File: config.mk
export PLATFORM = sky130hd
export DESIGN_NAME = buzzer_scheduler
export DESIGN_NICKNAME = d
export VERILOG_FILES = /design/src/rtl/buzzer_scheduler.sv
export SDC_FILE = /design/constraint.sdc
export NUM_CORES = 1
export LEC_CHECK = 0
export BUFFER_PORTS_ARGS = -buffer_cell sky130_fd_sc_hd__clkbuf_2
export CELL_PAD_IN_SITES_DETAIL_PLACEMENT = 1
export CELL_PAD_IN_SITES_GLOBAL_PLACEMENT = 2
export CORE_ASPECT_RATIO = 0.6
export CORE_UTILIZATION = 30
export CTS_CLUSTER_SIZE = 10
export DETAILED_ROUTE_END_ITERATION = 6
export PLACE_DENSITY = 0.76
export REMOVE_ABC_BUFFERS = 1
export SYNTH_ARGS = -nofsm -noshare
export SYNTH_HDL_FRONTEND = slang
export SYNTH_SLANG_ARGS = --single-unit
File: constraint.sdc
create_clock -name Clk -period 1.5 [get_ports Clk]
set_clock_uncertainty 0.05 [all_clocks]
set_input_delay 0.225 -clock Clk [delete_from_list [all_inputs] [get_ports Clk]]
set_output_delay 0.225 -clock Clk [all_outputs]
set_load 0.1 [all_outputs]
File: src/rtl/buzzer_scheduler.sv
// Buzzer scheduler: fixed-priority arbitration between three alert sources
// and sequencing of each granted alert as a burst of timed beeps followed
// by a silent gap. All durations are counted in FSM ticks.
module buzzer_scheduler #(
    parameter int ON_TICKS  = 4,
    parameter int OFF_TICKS = 2,
    parameter int GAP_TICKS = 6
) (
    input  logic       Clk,
    input  logic       Rst,
    input  logic [2:0] Req,
    input  logic [5:0] ReqTone,
    input  logic [5:0] ReqCnt,
    output logic [1:0] Bu,
    output logic       Busy,
    output logic [2:0] Grant,
    output logic [2:0] Pend
);

    localparam int MAX_A = (ON_TICKS > OFF_TICKS) ? ON_TICKS : OFF_TICKS;
    localparam int MAX_T = (MAX_A > GAP_TICKS) ? MAX_A : GAP_TICKS;
    localparam int TW    = $clog2(MAX_T + 1);

    localparam logic [TW-1:0] ON_LAST  = TW'(ON_TICKS - 1);
    localparam logic [TW-1:0] OFF_LAST = TW'(OFF_TICKS - 1);
    localparam logic [TW-1:0] GAP_LAST = TW'(GAP_TICKS - 1);
    localparam logic [TW-1:0] TICK_ONE = TW'(1);

    typedef enum logic [1:0] {
        ST_IDLE = 2'd0,
        ST_ON   = 2'd1,
        ST_OFF  = 2'd2,
        ST_GAP  = 2'd3
    } state_t;

    // A requested count of zero still produces one beep.
    function automatic logic [1:0] map_cnt(input logic [1:0] c);
        return (c == 2'b00) ? 2'b01 : c;
    endfunction

    state_t        state_r, state_s;
    logic [TW-1:0] tick_r, tick_s;
    logic [1:0]    beeps_r, beeps_s;
    logic [1:0]    tone_r, tone_s;
    logic [2:0]    pend_r, pend_s;
    logic [2:0]    grant_r, grant_s;
    logic [1:0]    bu_r, bu_s;
    logic          busy_r, busy_s;
    logic [1:0]    slot_tone_r [3];
    logic [1:0]    slot_cnt_r  [3];
    logic [1:0]    pick_s;
    logic [1:0]    pick_tone_s;
    logic [1:0]    pick_cnt_s;

    // Fixed priority: lowest pending index wins, and fetch that slot's values.
    always_comb begin
        pick_s      = 2'd0;
        pick_tone_s = 2'b00;
        pick_cnt_s  = 2'b01;
        if (pend_r[0]) begin
            pick_s = 2'd0;
        end else if (pend_r[1]) begin
            pick_s = 2'd1;
        end else if (pend_r[2]) begin
            pick_s = 2'd2;
        end else begin
            pick_s = 2'd0;
        end
        case (pick_s)
            2'd0: begin
                pick_tone_s = slot_tone_r[0];
                pick_cnt_s  = slot_cnt_r[0];
            end
            2'd1: begin
                pick_tone_s = slot_tone_r[1];
                pick_cnt_s  = slot_cnt_r[1];
            end
            2'd2: begin
                pick_tone_s = slot_tone_r[2];
                pick_cnt_s  = slot_cnt_r[2];
            end
            default: begin
                pick_tone_s = 2'b00;
                pick_cnt_s  = 2'b01;
            end
        endcase
    end

    // Next-state, next-output and pending-flag logic of the burst sequencer.
    always_comb begin
        state_s = state_r;
        tick_s  = tick_r;
        beeps_s = beeps_r;
        tone_s  = tone_r;
        grant_s = 3'b000;
        case (state_r)
            ST_IDLE: begin
                if (pend_r != 3'b000) begin
                    state_s = ST_ON;
                    tick_s  = '0;
                    tone_s  = pick_tone_s;
                    beeps_s = pick_cnt_s;
                    grant_s = 3'b001 << pick_s;
                end else begin
                    tick_s = '0;
                end
            end
            ST_ON: begin
                if (tick_r == ON_LAST) begin
                    tick_s = '0;
                    if (beeps_r > 2'd1) begin
                        beeps_s = beeps_r - 2'd1;
                        state_s = ST_OFF;
                    end else begin
                        state_s = ST_GAP;
                    end
                end else begin
                    tick_s = tick_r + TICK_ONE;
                end
            end
            ST_OFF: begin
                if (tick_r == OFF_LAST) begin
                    tick_s  = '0;
                    state_s = ST_ON;
                end else begin
                    tick_s = tick_r + TICK_ONE;
                end
            end
            ST_GAP: begin
                if (tick_r == GAP_LAST) begin
                    tick_s  = '0;
                    state_s = ST_IDLE;
                end else begin
                    tick_s = tick_r + TICK_ONE;
                end
            end
            default: begin
                state_s = ST_IDLE;
                tick_s  = '0;
            end
        endcase

        // Outputs are decoded from the next state so they can be registered.
        bu_s   = (state_s == ST_ON) ? tone_s : 2'b00;
        busy_s = (state_s != ST_IDLE);

        // A strobe in the grant cycle wins over the grant's clear.
        pend_s = pend_r & ~grant_s;
        for (int i = 0; i < 3; i++) begin
            if (Req[i]) begin
                pend_s[i] = (ReqTone[2*i +: 2] != 2'b00);
            end else begin
                pend_s[i] = pend_s[i];
            end
        end
    end

    // Sequencer state and registered outputs.
    always_ff @(posedge Clk) begin
        if (Rst) begin
            state_r <= ST_IDLE;
            tick_r  <= '0;
            beeps_r <= 2'b00;
            tone_r  <= 2'b00;
            pend_r  <= 3'b000;
            grant_r <= 3'b000;
            bu_r    <= 2'b00;
            busy_r  <= 1'b0;
        end else begin
            state_r <= state_s;
            tick_r  <= tick_s;
            beeps_r <= beeps_s;
            tone_r  <= tone_s;
            pend_r  <= pend_s;
            grant_r <= grant_s;
            bu_r    <= bu_s;
            busy_r  <= busy_s;
        end
    end

    // Per-slot capture of tone and count on a non-cancelling strobe.
    always_ff @(posedge Clk) begin
        if (Rst) begin
            for (int i = 0; i < 3; i++) begin
                slot_tone_r[i] <= 2'b00;
                slot_cnt_r[i]  <= 2'b00;
            end
        end else begin
            for (int i = 0; i < 3; i++) begin
                if (Req[i] && (ReqTone[2*i +: 2] != 2'b00)) begin
                    slot_tone_r[i] <= ReqTone[2*i +: 2];
                    slot_cnt_r[i]  <= map_cnt(ReqCnt[2*i +: 2]);
                end else begin
                    slot_tone_r[i] <= slot_tone_r[i];
                    slot_cnt_r[i]  <= slot_cnt_r[i];
                end
            end
        end
    end

    assign Bu    = bu_r;
    assign Busy  = busy_r;
    assign Grant = grant_r;
    assign Pend  = pend_r;

endmodule

Word-level counts from Yosys, hierarchy flattened
Memory sizes are Yosys's and may differ from the RTL's.
Cells that the tools add are included.
{"block": "totals", "register_bits": 18, "ram_bits": 12, "out_inout_bits": 9, "inputBits": 17, "n_memories": 2, "latch_bits": 0, "rom_bits": 0, "elab_cells": 118}
{"name": "slot_cnt_r", "words": 3, "word_bits": 2, "rd": 3, "rd_clocked_by_memory_dff": 0, "wr": 3, "line_no": "50", "rtl": "logic [1:0] slot_cnt_r [3];"}
{"name": "slot_tone_r", "words": 3, "word_bits": 2, "rd": 3, "rd_clocked_by_memory_dff": 0, "wr": 3, "line_no": "49", "rtl": "logic [1:0] slot_tone_r [3];"}
{"block": "classes", "reduce_logical": 16, "bitwise_logic": 15, "mux": 61, "add_sub_neg": 2, "n_shift": 1, "multipliers": 0, "n_div": 0, "eq_ne": 12, "order_cmp": 1}
{"operator": "2-bit two-way mux", "n": 27}
{"operator": "1-bit two-way mux", "n": 24}
{"operator": "3-bit two-way mux", "n": 5}
{"operator": "1-bit OR", "n": 12}
{"operator": "2-bit case mux with 3 select lines", "n": 2}
{"operator": "3-bit case mux with 4 select lines", "n": 1}
{"operator": "2-bit logical NOT", "n": 5}
{"operator": "2-bit nonzero test", "n": 5}
{"operator": "2-bit case mux with 4 select lines", "n": 1}
{"operator": "2-bit by 1-bit equality test with 1-bit output, second input constant", "n": 3}
{"operator": "2-bit equality test, second input constant", "n": 3}
{"operator": "2-bit inequality test, second input constant", "n": 3}
{"operator": "2-bit case mux with 2 select lines", "n": 1}
{"operator": "4-bit AND reduction", "n": 1}
{"operator": "3-bit by 1-bit adder with 3-bit output, second input constant", "n": 1}
{"operator": "3-bit bitwise AND", "n": 1}
{"operator": "3-bit by 1-bit equality test with 1-bit output, second input constant", "n": 1}
{"operator": "3-bit by 2-bit equality test with 1-bit output, second input constant", "n": 1}
{"operator": "3-bit equality test, second input constant", "n": 1}
{"operator": "1-bit logical AND", "n": 3}
{"operator": "3-bit NOT", "n": 1}
{"operator": "3-bit nonzero test", "n": 1}
{"operator": "1-bit by 2-bit left shift with 3-bit output, first input constant", "n": 1}
{"operator": "2-bit by 1-bit greater-than comparator with 1-bit output, second input constant", "n": 1}
{"operator": "3 further kinds", "n": 3}

Depth between registers and ports, before layout
{"block": "logic_depth", "depth_word": 9, "mapped_depth": 6, "mapped_depth_nobuf": 6}

Worst setup path before layout
OpenSTA, ideal clock, no wires.
{"block": "synth_path", "path_kind": "reg2reg", "from": "register pend_r[1], in the netlist Pend[1]", "to": "register beeps_r[1]", "path_buffers": 0, "t_arrival_ns": 1.887, "required_ns": 1.358, "slack_ns": -0.529, "setup_ns": 0.092, "period_less_slack_ns": 2.029, "stages_incl_launch_ff": 5, "path_cell_list": "dfxtp_1 > nor3_1 > nand2b_1 > a221o_1 > o32ai_1"}
{"block": "synth_via", "elab_chain_len": 6, "word_cells_on_any_way": 11}
{"item": "start: declaration", "line_no": "45", "rtl": "logic [2:0] pend_r, pend_s;"}
{"item": "start signal: assignment", "line_no": "174", "rtl": "pend_r <= pend_s;"}
{"item": "2-bit two-way mux", "line_no": "62", "rtl": "end else if (pend_r[1]) begin"}
{"item": "2-bit two-way mux", "line_no": "60", "rtl": "if (pend_r[0]) begin"}
{"item": "2-bit equality test (tied with other cells)", "line_no": "69", "rtl": "case (pick_s)"}
{"item": "2-bit case mux with 3 select lines", "line_no": "69"}
{"item": "2-bit two-way mux", "line_no": "98", "rtl": "if (pend_r != 3'b000) begin"}
{"item": "2-bit case mux with 2 select lines", "line_no": "96", "rtl": "case (state_r)"}
{"item": "end signal: assignment", "line_no": "172", "rtl": "beeps_r <= beeps_s;"}
{"item": "end: declaration", "line_no": "43", "rtl": "logic [1:0] beeps_r, beeps_s;"}
Several ways; a longest one is shown, not always the timed one. The select of a mux whose other input is x is not followed.
A chain may end at the register's enable or synchronous reset.

Final worst setup path
{"block": "layout_path", "from": "register tick_r[0]", "to": "register beeps_r[1]"}
{"block": "layout_via", "elab_chain_len": 3}
{"item": "start: declaration", "line_no": "42", "rtl": "logic [TW-1:0] tick_r, tick_s;"}
{"item": "start signal: assignment", "line_no": "171", "rtl": "tick_r <= tick_s;"}
{"item": "3-bit by 2-bit equality test with 1-bit output", "line_no": "109", "rtl": "if (tick_r == ON_LAST) begin"}
{"item": "2-bit inequality test (no line)"}
{"item": "4-bit AND reduction (no line)"}
Every way passes these cells.

==> summary.md <==
| Metric | Value |
|---|---|
| Crit-path most repeated cell | ha_4 |
| Via/cell ratio | about 4.8 |
| Synth unique cells | 34 |
| Switching power | ~660 uW |
| CP delay by family, top | compound AO/OA/AOI/OAI gates |
| Final setup viols | 0 |
| Worst VDD drop | 0.000457 V |
| Synth top area cells | dfxtp_1 25%, edfxtp_1 25%, nor2b_1 7.3% |
| Achievable Freq | roughly 700 MHz |
| Maximum root-to-sink buffer count | 2 |
| RSZ-0062 raised after global routing | true |
| Worst Tran Pin Value | 0.549 ns |
| Worst hold margin | 0.180 ns |
| Worst r2r dst | beeps_r[1] |
| Register-to-register setup slack | 0.06 ns |
| Dpl cells | about 250 |
| Post-route cell area | approximately 2000 um2 |
| Crit end category | register |
| Commonest non-fill, non-tap cell in the layout | clkbuf_2 |
| CTS Hold Bufs | 0 |
| PortBufs | 25 |
| Initial antenna violation count | 0 |
| Iter 0 DRT Violations | 54 |
| Layout overhead on the synthesized area | 37.1% |
| Worst skew pair latency | slightly below 0.3 ns |
| Number of global-route vias before repair | about 1,300 |
| Clock Sinks | 30 |
| Max Fanout on Critical Path | 5 |
| Cells after Synth | 150 |
| Yosys warning count | 0 |
| Post-synth top area share | 0.248 |
| Tot Pwr | between 2 and 2.5 mW |
| 1st-pass router iterations | 4 |
| Clock transition at the registers of the reported paths | roughly 0.070 ns |
| Max cap viols | 0 |
| Die Y | about 56 um |
| Max_slew headroom | 0.636 |
| Pwr/cell area | 1200 nW/um2 |
| Via Count | ~1,200 |
| Final Wtd Congestion | 0.735 |
| CP Depth | 5 |
| Critical Path Slowest Stage Cell | dfxtp_4 |
| Core Util, Final | 0.433 |
| Worst flop-to-flop path startpoint | tick_r[0] |
| Top Ports | 26 |
| Comb power frac | 0.187 |
| Commonest cells after routing, fill and taps aside | 22 x clkbuf_2, 18 x buf_4, 15 x nor2b_1, 14 x a21oi_1, 13 x dfxtp_1 |
| Reg2reg path depth | 5 |
| Gr usage total | 0.163 |
| Mean post-synth cell area | roughly 9.7 um2 |
| H-tree levels | 2 |
| Post-place setup slack | -0.0941 ns |
| Worst Path Buf+Inv | 0 |
| Post-DP Area | ~1800 um2 |
| Yosys reg bits | 30 |
| CTS tree | yes |
| Leakage power total | approximately 0.8 nW |
| Worst EP required | about 1.7 ns |
| Std-Cell Core Area | ~4600 um2 |
| Int Pwr | approximately 1.7 mW |
| Detailed-route wire length per cell | 14.3 um |
| Max-slew violations | 0 |
| Crit path time final | ~1.4 ns |
| Power share of the clock group | 0.405 |
| Die Wd | around 90 um |
| Finished Layout Cells | ~260 |
| Worst EP arrival | between 1.5 and 2 ns |
| Post-Syn Area | about 1500 um2 |
| Initial core utilization | 0.316 |
| Largest net degree at the start of global routing | 13 |
| First-pass GRT wire length | between 6000 and 7000 um |
| Crit-path cells | ha_4, ha_4, nand4b_1, a221o_1, o32ai_2 |
| HPWL Detailed | 2780 um |
| Ant diodes | 0 |
| Top_reg_cell synth | dfxtp_1 |
| CTS root buf | clkbuf_8 |
| Period utilization | 0.963 |
| Sw Share | 0.274 |
| Die area | between 5000 and 6000 um2 |
| Share of cells above drive strength 1 | 0.342 |
| Asr flop ratio synth | 0 |
| Post-layout nets | about 210 |
| Worst setup path end | beeps_r[1] |
| Setup WS post-layout | about 0.055 ns |
| Inserted Clock Buffers | 5 |
| Sequential share of power | 0.408 |
| Worst Hold Class | in -> reg |
| CP Launch Point | tick_r[0] |
| Sequential fraction of the synthesis area | 0.495 |
| Dominant cell type by area after synthesis | dfxtp_1 |
| Final WL | 3670 um |
| Setup TNS | 0 ns |
| Number of synthesized flops with an enable pin | 12 |
| Num rows | 19 |
| Status | finished clean |
| CP startpoint kind | register |
| Critical path type | reg -> reg |
| Residual DRC | 0 |
| Grt ovf | 0 |
| Final Hold Fails | 0 |
| Antenna Violating Nets Remaining | 0 |
| Max incr delay on CP | about 0.37 ns |
-- cell type report --
cell class / instances / area, um2
inverter: 11 / 41.3
clock buffer: 7 / 108
clock inverter: 1 / 30.0
timing repair buffer: 43 / 305
fill: 547 / 2620
multi-input combinational: 101 / 703
sequential: 30 / 729
tap: 63 / 78.8
-- per-layer routing --
metal | share of wire | up-vias | global-route usage
met4 | 0.023 | 0 | 0.0893
li1 | - | 606 | -
met2 | 0.48 | 24 | 0.257
met1 | 0.46 | 597 | 0.202
met5 | 0 | - | 0
met3 | 0.041 | 6 | 0.0464
-- cell usage after synthesis, drive strengths merged, types with 5 or more instances --
cell type	count
a21oi	14
clkbuf	5
dfxtp	18
edfxtp	12
ha	5
inv	11
nand2b	9
nand3b	5
nor2	8
nor2b	17
nor3	5
o21ai	9
-- logic make-up after synthesis --
logic type,synth area share
and+or+nand+nor,0.259
AOI/OAI and AO/OA,0.140
DFF,0.495
buffers and inverters,0.0559
adders and majority gates,0.0430
muxes,0.00688
-- tightest hold or removal path, stage by stage --
cell and delay (ns):
clkbuf_2 0.09, nand3b_1 0.10, a21oi_1 0.07
-- state kept, by name, indices dropped and copies added, names as in the netlist, 3 cells and up --
signal / cells
slot_cnt_r: 6
tick_r: 3
slot_tone_r: 6
Grant: 3
Pend: 3
-- repair_timing --
action                                  4_1_cts  5_1_grt
buffers inserted                              2        1
resized for setup                             8        9
pin swaps                                     5        3
endpoints found under the setup margin        7        8
-- worst min path at each step --
stage / startpoint / to / slack [ns] / depth (start not counted)
3_3_place_gp: tick_r[0] / tick_r[0] / 0.39 / 1
6_report: Req[0] / Pend[0] / 0.18 / 3
5_1_grt: Req[0] / Pend[0] / 0.19 / 3
4_1_cts: Req[0] / Pend[0] / 0.18 / 3
2_1_floorplan: Rst / Pend[0] / 0.24 / 1
3_5_place_dp: tick_r[0] / tick_r[0] / 0.40 / 1
-- power by group through the flow --
stage	Combinational, mW	Clock (mW)	Sequential [mW]
detailed placement	0.436	0	0.989
floorplan	0.152	0	1.10
global placement	0.424	0	0.985
CTS	0.442	0.982	0.974
global route	0.482	1.02	0.983
finish	0.447	0.967	0.974
Note: power is estimated with default switching activity, not from simulation.
